### src/rtl/upsample_stream_ub.sv
// Streaming nearest-neighbour upsampler: two ping-pong row banks, each row is
// replayed SY times with every pixel repeated SX times, emitted row-major.
module upsample_stream_ub #(
    parameter  int DATA_W = 16,
    parameter  int CH     = 1,
    parameter  int IN_W   = 64,
    parameter  int IN_H   = 64,
    parameter  int SX     = 2,
    parameter  int SY     = 2,
    localparam int PW     = CH * DATA_W,
    localparam int XW     = $clog2(IN_W * SX),
    localparam int YW     = (IN_H * SY > 1) ? $clog2(IN_H * SY) : 1
) (
    input  logic          clk,
    input  logic          flush,
    input  logic          in_valid,
    output logic          in_ready,
    input  logic [PW-1:0] in_data,
    output logic          out_valid,
    input  logic          out_ready,
    output logic [PW-1:0] out_data,
    output logic [XW-1:0] out_x,
    output logic [YW-1:0] out_y,
    output logic          out_last
);
    localparam int CW  = $clog2(IN_W);
    localparam int RW  = (IN_H > 1) ? $clog2(IN_H) : 1;
    localparam int SXW = (SX > 1) ? $clog2(SX) : 1;
    localparam int SYW = (SY > 1) ? $clog2(SY) : 1;

    typedef enum logic {IDLE, EMIT} state_t;

    state_t         state;
    logic [PW-1:0]  bank [2][IN_W];
    logic [1:0]     full;
    logic           wb;
    logic           rb;
    logic [CW-1:0]  in_col;
    logic [RW-1:0]  in_row;
    logic [SXW-1:0] sx_cnt;
    logic [CW-1:0]  src_col;
    logic [SYW-1:0] rep;
    logic [YW-1:0]  y_base;

    logic           wr_en;
    logic           row_done;
    logic           advance;
    logic           bank_end;
    logic           pop;
    logic [1:0]     set_mask;
    logic [1:0]     clr_mask;
    logic [YW-1:0]  next_base;

    logic [SXW-1:0] nxt_sx;
    logic [CW-1:0]  nxt_col;
    logic [SYW-1:0] nxt_rep;
    logic [XW-1:0]  nxt_x;
    logic [YW-1:0]  nxt_y;
    logic           rd_sel;
    logic [CW-1:0]  rd_col;
    logic [PW-1:0]  rd_data;

    function automatic logic is_last(input logic [XW-1:0] x, input logic [YW-1:0] y);
        return (x == XW'(IN_W * SX - 1)) && (y == YW'(IN_H * SY - 1));
    endfunction

    assign in_ready  = !full[wb];
    assign wr_en     = in_valid && in_ready;
    assign row_done  = wr_en && (in_col == CW'(IN_W - 1));
    assign advance   = (state == EMIT) && (!out_valid || out_ready);
    assign bank_end  = (sx_cnt == SXW'(SX - 1)) && (src_col == CW'(IN_W - 1))
                    && (rep == SYW'(SY - 1));
    assign pop       = advance && bank_end;
    assign next_base = (y_base == YW'(IN_H * SY - SY)) ? '0 : y_base + YW'(SY);

    // A freed bank and a completed row always hit different banks, so set and clear never collide.
    always_comb begin
        // NOTE: every combinational output gets a default first so no path can infer a latch.
        set_mask = '0;
        clr_mask = '0;
        if (row_done) set_mask[wb] = 1'b1;
        if (pop)      clr_mask[rb] = 1'b1;
    end

    // Position of the beat that follows the current one within the same bank.
    always_comb begin
        nxt_sx  = sx_cnt;
        nxt_col = src_col;
        nxt_rep = rep;
        nxt_x   = out_x;
        nxt_y   = out_y;
        if (sx_cnt != SXW'(SX - 1)) begin
            nxt_sx = sx_cnt + 1'b1;
            nxt_x  = out_x + 1'b1;
        end else begin
            nxt_sx = '0;
            if (src_col != CW'(IN_W - 1)) begin
                nxt_col = src_col + 1'b1;
                nxt_x   = out_x + 1'b1;
            end else begin
                nxt_col = '0;
                nxt_x   = '0;
                nxt_rep = rep + 1'b1;
                nxt_y   = out_y + 1'b1;
            end
        end
    end

    always_comb begin
        rd_sel = rb;
        rd_col = nxt_col;
        if (state == IDLE) begin
            rd_col = '0;
        end else if (bank_end) begin
            rd_sel = ~rb;
            rd_col = '0;
        end
    end

    assign rd_data = bank[rd_sel][rd_col];

    // NOTE: the row banks carry no reset; the full flags alone decide what is valid.
    always_ff @(posedge clk) begin
        if (wr_en) bank[wb][in_col] <= in_data;
    end

    always_ff @(posedge clk) begin
        if (flush) begin
            state     <= IDLE;
            full      <= '0;
            wb        <= 1'b0;
            rb        <= 1'b0;
            in_col    <= '0;
            in_row    <= '0;
            sx_cnt    <= '0;
            src_col   <= '0;
            rep       <= '0;
            y_base    <= '0;
            out_valid <= 1'b0;
            out_data  <= '0;
            out_x     <= '0;
            out_y     <= '0;
            out_last  <= 1'b0;
        end else begin
            if (wr_en) begin
                if (row_done) begin
                    in_col <= '0;
                    wb     <= ~wb;
                    in_row <= (in_row == RW'(IN_H - 1)) ? '0 : in_row + 1'b1;
                end else begin
                    in_col <= in_col + 1'b1;
                end
            end
            full <= (full | set_mask) & ~clr_mask;

            case (state)
                IDLE: begin
                    if (full[rb]) begin
                        state     <= EMIT;
                        out_valid <= 1'b1;
                        out_data  <= rd_data;
                        out_x     <= '0;
                        out_y     <= y_base;
                        out_last  <= is_last('0, y_base);
                        sx_cnt    <= '0;
                        src_col   <= '0;
                        rep       <= '0;
                    end
                end
                EMIT: begin
                    if (advance) begin
                        if (bank_end) begin
                            rb      <= ~rb;
                            y_base  <= next_base;
                            sx_cnt  <= '0;
                            src_col <= '0;
                            rep     <= '0;
                            out_x   <= '0;
                            out_y   <= next_base;
                            // Chain straight into the other bank when it is already waiting.
                            if (full[~rb]) begin
                                out_valid <= 1'b1;
                                out_data  <= rd_data;
                                out_last  <= is_last('0, next_base);
                            end else begin
                                state     <= IDLE;
                                out_valid <= 1'b0;
                                out_last  <= 1'b0;
                            end
                        end else begin
                            sx_cnt   <= nxt_sx;
                            src_col  <= nxt_col;
                            rep      <= nxt_rep;
                            out_x    <= nxt_x;
                            out_y    <= nxt_y;
                            out_data <= rd_data;
                            out_last <= is_last(nxt_x, nxt_y);
                        end
                    end
                end
                default: state <= IDLE;
            endcase
        end
    end

endmodule

### config.mk
export PLATFORM = sky130hd
export DESIGN_NAME = upsample_stream_ub
export DESIGN_NICKNAME = d
export VERILOG_FILES = /design/src/rtl/upsample_stream_ub.sv
export SDC_FILE = /design/constraint.sdc
export NUM_CORES = 2
export LEC_CHECK = 0
export BUFFER_PORTS_ARGS = -buffer_cell sky130_fd_sc_hd__buf_2
export CORE_MARGIN = 8
export CORE_UTILIZATION = 63
export DETAILED_ROUTE_END_ITERATION = 16
export PLACE_DENSITY_LB_ADDON = 0.08
export SLEW_MARGIN = 0
export SYNTH_ARGS = -nofsm -noshare
export SYNTH_HDL_FRONTEND = slang
export SYNTH_SLANG_ARGS = --single-unit
export TNS_END_PERCENT = 50
### constraint.sdc
create_clock -name clk -period 3.64 [get_ports clk]
set_input_delay 0.182 -clock clk [delete_from_list [all_inputs] [get_ports clk]]
set_output_delay 0.182 -clock clk [all_outputs]
set_load 0.05 [all_outputs]
Word-level counts from Yosys, hierarchy flattened
Memories as Yosys holds them, arrays and structs flattened.
Cells that the tools add are included.
{"block": "word_totals", "ff_bits": 58, "ramBits": 2048, "in_bits": 20, "output_inout_bits": 33, "wordCells": 139, "mem_count": 1}
{"memory": "bank", "depth": 2, "width": 1024, "rd": 1, "rd_clocked_by_memory_dff": 0, "write_ports": 1, "line_no": "34", "rtl": "logic [PW-1:0] bank [2][IN_W];"}
{"block": "classes", "add_sub_neg": 7, "magnitude_cmp": 8, "eq_ne": 12, "n_mux": 69, "bitwise": 8, "n_reduce_logical": 20}
{"cell": "1024-bit two-way mux", "n": 1}
{"cell": "16-bit two-way mux", "n": 7}
{"cell": "16-bit binary-select mux with 6-bit select", "n": 1}
{"cell": "16-bit demux with 6-bit select", "n": 1}
{"cell": "7-bit two-way mux", "n": 11}
{"cell": "6-bit two-way mux", "n": 7}
{"cell": "16-bit one-hot mux with 2 select lines", "n": 1}
{"cell": "1-bit two-way mux", "n": 28}
{"cell": "7-bit one-hot mux with 2 select lines", "n": 2}
{"cell": "7-bit equality test (second input constant)", "n": 3}
{"cell": "7-bit by 1-bit adder with 7-bit output (second input constant)", "n": 2}
{"cell": "7-bit greater-or-equal comparator (second input constant)", "n": 2}
{"cell": "6-bit NOT with 7-bit output", "n": 2}
{"cell": "6-bit by 1-bit adder with 6-bit output (second input constant)", "n": 2}
{"cell": "6-bit equality test (second input constant)", "n": 2}
{"cell": "6-bit one-hot mux with 2 select lines", "n": 1}
{"cell": "1-bit logical AND", "n": 10}
{"cell": "1-bit one-hot mux with 2 select lines", "n": 5}
{"cell": "3-bit AND reduction", "n": 3}
{"cell": "7-bit by 2-bit adder with 7-bit output (second input constant)", "n": 1}
{"cell": "7-bit by 1-bit < comparator with 1-bit output (second input constant)", "n": 1}
{"cell": "1-bit by 2-bit < comparator with 1-bit output (second input constant)", "n": 3}
{"cell": "2-bit by 1-bit inequality test with 1-bit output (second input constant)", "n": 3}
{"cell": "6-bit inequality test (second input constant)", "n": 1}
{"cell": "15 further kinds", "n": 24}

Logic depth before layout (Yosys ltp)
{"block": "logic_depth", "depth_word": 13, "ltp_mapped": 16, "ltp_nobuf": 10}

Worst setup path before layout
OpenSTA, ideal clock, no wires.
{"block": "synth_timing", "kind": "register to register", "start": "reg wb", "end": "mem bank[0][384] in the netlist's numbering (enable)", "setup_ns": 0.430, "t_arrival_ns": 3.766, "required_time_ns": 3.210, "path_slack_ns": -0.556, "path_stages_with_launch": 6, "n_path_buf": 1, "period_less_slack_ns": 4.196, "path_cell_list": "dfxtp_1 clkbuf_1 mux2i_1 nand2_1 or2_2 nor4_1"}
{"block": "synth_between", "elab_chain_len": 6}
{"element": "from (decl)", "line_no": "36", "rtl": "logic wb;"}
{"element": "from (signal assigned)", "line_no": "148", "rtl": "wb <= ~wb;"}
{"element": "1-bit two-way mux (implied by the code) (2 in series)", "line_no": "67", "rtl": "assign in_ready = !full[wb];"}
{"element": "1-bit logical NOT", "line_no": "67"}
{"element": "net in_ready", "line_no": "17", "rtl": "output logic in_ready,"}
{"element": "1-bit logical AND", "line_no": "68", "rtl": "assign wr_en = in_valid && in_ready;"}
{"element": "1-bit two-way mux", "line_no": "124", "rtl": "if (wr_en) bank[wb][in_col] <= in_data;"}
{"element": "1024-bit two-way mux (implied by the code)", "line_no": "124"}
{"element": "to (decl)", "line_no": "34"}
The timed path passes the listed nets, and every way through them passes these cells. The select of a mux whose other input is x is not followed.

Final worst setup path
{"block": "layout_timing", "start": "reg src_col[1]", "end": "reg out_data[13]"}
{"block": "layout_between", "elab_chain_len": 13, "elab_cells_between_ends": 23, "cone_classes": "add/sub: 1; eq/ne: 3; mux: 14; bitwise: 1; reduce/logical: 3; memory: 1"}
{"element": "from (decl)", "line_no": "41", "rtl": "logic [CW-1:0] src_col;"}
{"element": "from (signal assigned)", "line_no": "192", "rtl": "src_col <= nxt_col;"}
{"element": "6-bit by 1-bit adder with 6-bit output, or another cell as far along", "line_no": "98", "rtl": "nxt_col = src_col + 1'b1;"}
{"element": "6-bit two-way mux or 1-bit logical AND (tied branches)", "line_no": "97, 71"}
{"element": "6-bit two-way mux or 1-bit logical AND (tied branches)", "line_no": "92, 72"}
{"element": "6-bit two-way mux or 1-bit two-way mux (tied branches)"}
{"element": "6-bit two-way mux or 1-bit two-way mux (tied branches)", "line_no": "112", "rtl": "if (state == IDLE) begin"}
{"element": "6-bit NOT with 7-bit output (implied by the code) or memory 2 x 1024 bit (tied branches)"}
{"element": "16-bit binary-select mux with 6-bit select", "line_no": "120", "rtl": "assign rd_data = bank[rd_sel][rd_col];"}
{"element": "16-bit two-way mux (implied by the code) (2 in series)", "line_no": "120"}
{"element": "16-bit two-way mux", "line_no": "181", "rtl": "if (full[~rb]) begin"}
{"element": "16-bit two-way mux", "line_no": "172", "rtl": "if (bank_end) begin"}
{"element": "16-bit two-way mux", "line_no": "171", "rtl": "if (advance) begin"}
{"element": "16-bit one-hot mux with 2 select lines", "line_no": "156", "rtl": "case (state)"}
{"element": "to (signal assigned)", "line_no": "161", "rtl": "out_data <= rd_data;"}
{"element": "to (signal assigned)", "line_no": "183", "rtl": "out_data <= rd_data;"}
{"element": "to (signal assigned)", "line_no": "196", "rtl": "out_data <= rd_data;"}
{"element": "to (decl)", "line_no": "21", "rtl": "output logic [PW-1:0] out_data,"}
Several ways; a longest one is shown, not always the timed one. The select of a mux whose other input is x is not followed.
A chain may end at the register's enable or synchronous reset.

==> flow_summary.json <==
{
  "status": "finished with violations",
  "violations_in_the_final_reports": "setup timing",
  "fp-row-count": 132,
  "die_w_um": 377.0,
  "crit_top_cell": "sky130_fd_sc_hd__buf_4",
  "crit_chain": "ha_4 > nand4_4 > buf_4 > o21ai_4 > and2_4 > buf_12 > buf_16 > buf_4 > buf_12 > mux4_2 > a22oi_1 > o22ai_2 > nor4_4 > buf_4 > nor4_1",
  "start_kind": "flop",
  "grt_overflow_total": 0,
  "grt_start_max_net_pins": 129,
  "yosys.area.top_type": "sky130_fd_sc_hd__edfxtp_1",
  "timing.setup.tns_ns": -0.06600,
  "asyncSetResetFlopFracSynth_pct": 0,
  "tritoncts": "yes",
  "clk_root_buffer_cell": "sky130_fd_sc_hd__clkbuf_16",
  "number_of_antenna_violating_nets_in_the_routed_design": 0,
  "avgRoutedWirePerCell_um": 29.90,
  "critical_path_class": "reg -> reg",
  "die_h_um": 377.0,
  "irDropWorstVdd_mv": 0.5705,
  "yosys_register_bits": 2106,
  "synth_nets": 5675,
  "fin_crit_sh_pct": 101.3,
  "met2_usage_pct": 49.90,
  "h-tree-depth": 4,
  "antenna_violations_before_repair": 12,
  "synth_top_flop_cell": "sky130_fd_sc_hd__edfxtp_1",
  "worstPathMaxFanout": 16,
  "cts_buffers": 203,
  "drt_pass1_iterations": 6,
  "number_of_flops_mapped_to_enable_cells_by_yosys": 2048,
  "grt_pass1_vias": 50170,
  "seq_area_frac_synth_pct": 76.33,
  "maxCapViolCount": 0,
  "final-max-slew-violation-count": 0,
  "final_layout_size_suffix_gt1_share_pct": 18.30,
  "area_growth_from_synthesis_to_layout_pct": 16.35,
  "post_synth_num_cell_types": 60,
  "fmaxAchievable_mhz": 271.1,
  "cts_num_sinks": 2106,
  "ys_top_cells_by_area": "sky130_fd_sc_hd__edfxtp_1 75%, sky130_fd_sc_hd__nand2_1 6.5%, sky130_fd_sc_hd__mux4_2 4.0%, sky130_fd_sc_hd__nand3_1 3.5%, sky130_fd_sc_hd__dfxtp_1 1.4%",
  "routed_via_density": 6.574,
  "power_per_cell_area_mw_per_mm2": 496.1,
  "reg2reg_from": "src_col[1]$_SDFFE_PP0P_",
  "actual_transition_at_the_worst_max_transition_pin_ns": 1.177,
  "worst_hold_start": "in_data[5]",
  "fin_ws_ns": -0.04883,
  "crit_required_ns": 4.30,
  "grt_setup_unrepaired": "true",
  "finalSetupViolCount": 3,
  "cts.clk_slew.worst_paths_ns": 0.06,
  "synth_area_per_cell_um2": 14.53,
  "clk_path_buf_depth": 3,
  "finish.net_count": 6125,
  "syn-instance-count": 5650,
  "timing.critical_path.slowest_stage_cell": "sky130_fd_sc_hd__nor4_4",
  "grt_use_met1_pct": 46.26,
  "drt_wl_total_um": 239300,
  "placeableCoreArea_mm2": 0.1295,
  "port-buffer-count": 52,
  "detailedPlace.worstSlack_ns": -0.7502,
  "timing.critical_path.to_type": "flop",
  "grt_pass1_wl_um": 342500,
  "synthDominantCellAreaShare_pct": 74.92,
  "fill_cells": 7970,
  "power.leakage_uw": 0.03195,
  "max-slew-margin-rel_pct": 21.53,
  "num_io_pins": 53,
  "start_util_pct": 63.40,
  "grt_most_used_layer": "met2",
  "clock_skew_ns": 0.02234,
  "dr_total_vias": 52610,
  "global_route.usage.total_pct": 33.14,
  "cp.arrival_ns": 4.35,
  "dp.final_hpwl_um": 142000,
  "critPathMaxStageDelay_ns": 0.56,
  "met3_usage_pct": 7.039,
  "min_period_ns": 3.689,
  "synthesis.yosys.warnings": 0,
  "drt_drc_violations_left": 0,
  "floorplan.die_area_mm2": 0.1421,
  "post_synthesis_cell_area_mm2": 0.08209,
  "dr.first_iter.drc_count": 7978,
  "final_hold_viol_count": 0,
  "worstSetupStartpoint": "src_col[1]$_SDFFE_PP0P_",
  "globalplace.congestion": 0.9479,
  "clkLatencyLatePin_ns": 0.83,
  "holdCritPathClass": "in -> reg"
}
## area by class of cell
| class | instances | area [µm²] | area share (%) |
|---|---|---|---|
| inverter | 5 | 18.77 | 0.01965 |
| timing repair buffer | 604 | 5722 | 5.990 |
| sequential | 2106 | 62660 | 65.61 |
| antenna | 3 | 7.507 | 0.007860 |
| clock buffer | 259 | 5416 | 5.671 |
| tap | 1742 | 2180 | 2.282 |
| multi-input combinational | 3180 | 18680 | 19.56 |
| clock inverter | 104 | 827.0 | 0.8659 |
## worst paths after layout
kind	to	slack, ns	cells after the start
max	out_data[13]$_SDFFE_PP0P_	-0.05	15
min	bank[1][197]$_DFFE_PP_	0.03	1
max reg2reg	out_data[13]$_SDFFE_PP0P_	-0.05	15
min reg2reg	y_base[0]$_SDFFE_PP0P_	0.50	1
## repair_timing
action | in CTS | in global routing
gates cloned | 0 | 3
pin swaps | 7 | 25
hold buffers | 12 | 0
resized for setup | 51 | 68
buffers inserted | 7 | 23
endpoints found under the hold margin | 248 | 0
setup endpoints to repair | 16 | 16
## stage by stage
step                      instance area [µm²]  power [µW]  utilization, %  hold slack (ns)  std cells
after floorplan                         82100       27200               -           0.2809       5650
after global placement                  88150       27730           68.08           0.4656       7594
after detailed placement                88150       27750           68.08           0.4749       7594
after CTS                               94910       47440           73.30          0.01791       7976
after global routing                    95510       48370           73.76          0.03734       8002
final                                   95510       47390           73.77          0.03140       8003
## metal layers
layer | share of wire, % | up-vias
met1 | 37 | 26130
met2 | 45 | 3625
met4 | 5.8 | 6
met3 | 12 | 589
li1 | - | 22260
met5 | 0.018 | -
## where the power goes
group	total [µW]	internal (µW)	leakage, µW	switching (µW)
clock	20100	11300	0.00307	8820
combinational	650	86.0	0.0100	564
sequential	26600	26600	0.0189	10.5
## cell families (layout without fill, tap and decap cells)
logic type	after synthesis	count (layout)	synth area share, %
multiplexers	184	184	4.438
AO/OA/AOI/OAI	558	558	4.410
other	0	3	0
XOR/XNOR	20	20	0.2134
AND/OR/NAND/NOR	2413	2413	12.64
buffers and inverters	364	972	1.885
adder cells (fa/ha/maj)	5	5	0.07621
flip-flops	2106	2106	76.33
## worst max-delay path, delay by kind of cell (launching register included)
kind                       cells  cell delay, ns
muxes                          1            0.50
AOI/OAI and AO/OA              3            0.63
adders and majority gates      1            0.15
buffers and inverters          6            0.94
DFF                            1            0.36
and+or+nand+nor                4            0.94
## state kept, by name, indices dropped and copies added (netlist names)
signal,flops
full,2
state,1
wb,1
y_base,7
out_x,7
out_data,16
rb,1
out_valid,1
in_col,6
rep,1
bank,2048
out_last,1
src_col,6
sx_cnt,1
out_y,7
## cells in the final DEF (no fill, tap or decap), types with 25 or more instances in the layout
cell type,n
sky130_fd_sc_hd__a21oi_1,125
sky130_fd_sc_hd__a22oi_1,64
sky130_fd_sc_hd__a31oi_1,172
sky130_fd_sc_hd__a32oi_1,65
sky130_fd_sc_hd__buf_12,81
sky130_fd_sc_hd__buf_2,36
sky130_fd_sc_hd__buf_4,455
sky130_fd_sc_hd__clkbuf_1,49
sky130_fd_sc_hd__clkbuf_16,211
sky130_fd_sc_hd__clkinv_1,48
sky130_fd_sc_hd__clkinv_2,37
sky130_fd_sc_hd__dfxtp_1,56
sky130_fd_sc_hd__edfxtp_1,2048
sky130_fd_sc_hd__mux2i_1,38
sky130_fd_sc_hd__mux4_2,144
sky130_fd_sc_hd__nand2_1,1415
sky130_fd_sc_hd__nand3_1,566
sky130_fd_sc_hd__nand4_1,103
sky130_fd_sc_hd__nor2_1,147
sky130_fd_sc_hd__nor2_2,39
sky130_fd_sc_hd__nor4_1,25
## synth_stat cells (6+ instances only)
master	number
sky130_fd_sc_hd__o22ai_1	9
sky130_fd_sc_hd__o211ai_1	6
sky130_fd_sc_hd__a211oi_1	20
sky130_fd_sc_hd__a22o_1	7
sky130_fd_sc_hd__nor4_1	54
sky130_fd_sc_hd__xnor2_1	11
sky130_fd_sc_hd__buf_2	76
sky130_fd_sc_hd__dfxtp_1	58
sky130_fd_sc_hd__a22oi_1	68
sky130_fd_sc_hd__nor3_1	20
sky130_fd_sc_hd__nor2_1	189
sky130_fd_sc_hd__clkbuf_1	237
sky130_fd_sc_hd__a21oi_1	142
sky130_fd_sc_hd__nand4_1	103
sky130_fd_sc_hd__o21ai_1	13
sky130_fd_sc_hd__buf_1	32
sky130_fd_sc_hd__mux4_2	144
sky130_fd_sc_hd__edfxtp_1	2048
sky130_fd_sc_hd__nand2b_1	8
sky130_fd_sc_hd__nand3_1	567
sky130_fd_sc_hd__a32oi_1	67
sky130_fd_sc_hd__and3_1	17
sky130_fd_sc_hd__a31oi_1	181
sky130_fd_sc_hd__mux2i_1	40
sky130_fd_sc_hd__nand2_1	1420
sky130_fd_sc_hd__o21ai_0	26
sky130_fd_sc_hd__xor2_1	9
sky130_fd_sc_hd__buf_6	9
sky130_fd_sc_hd__nor2b_1	8
No activity file was read; power rests on OpenSTA's default activity.
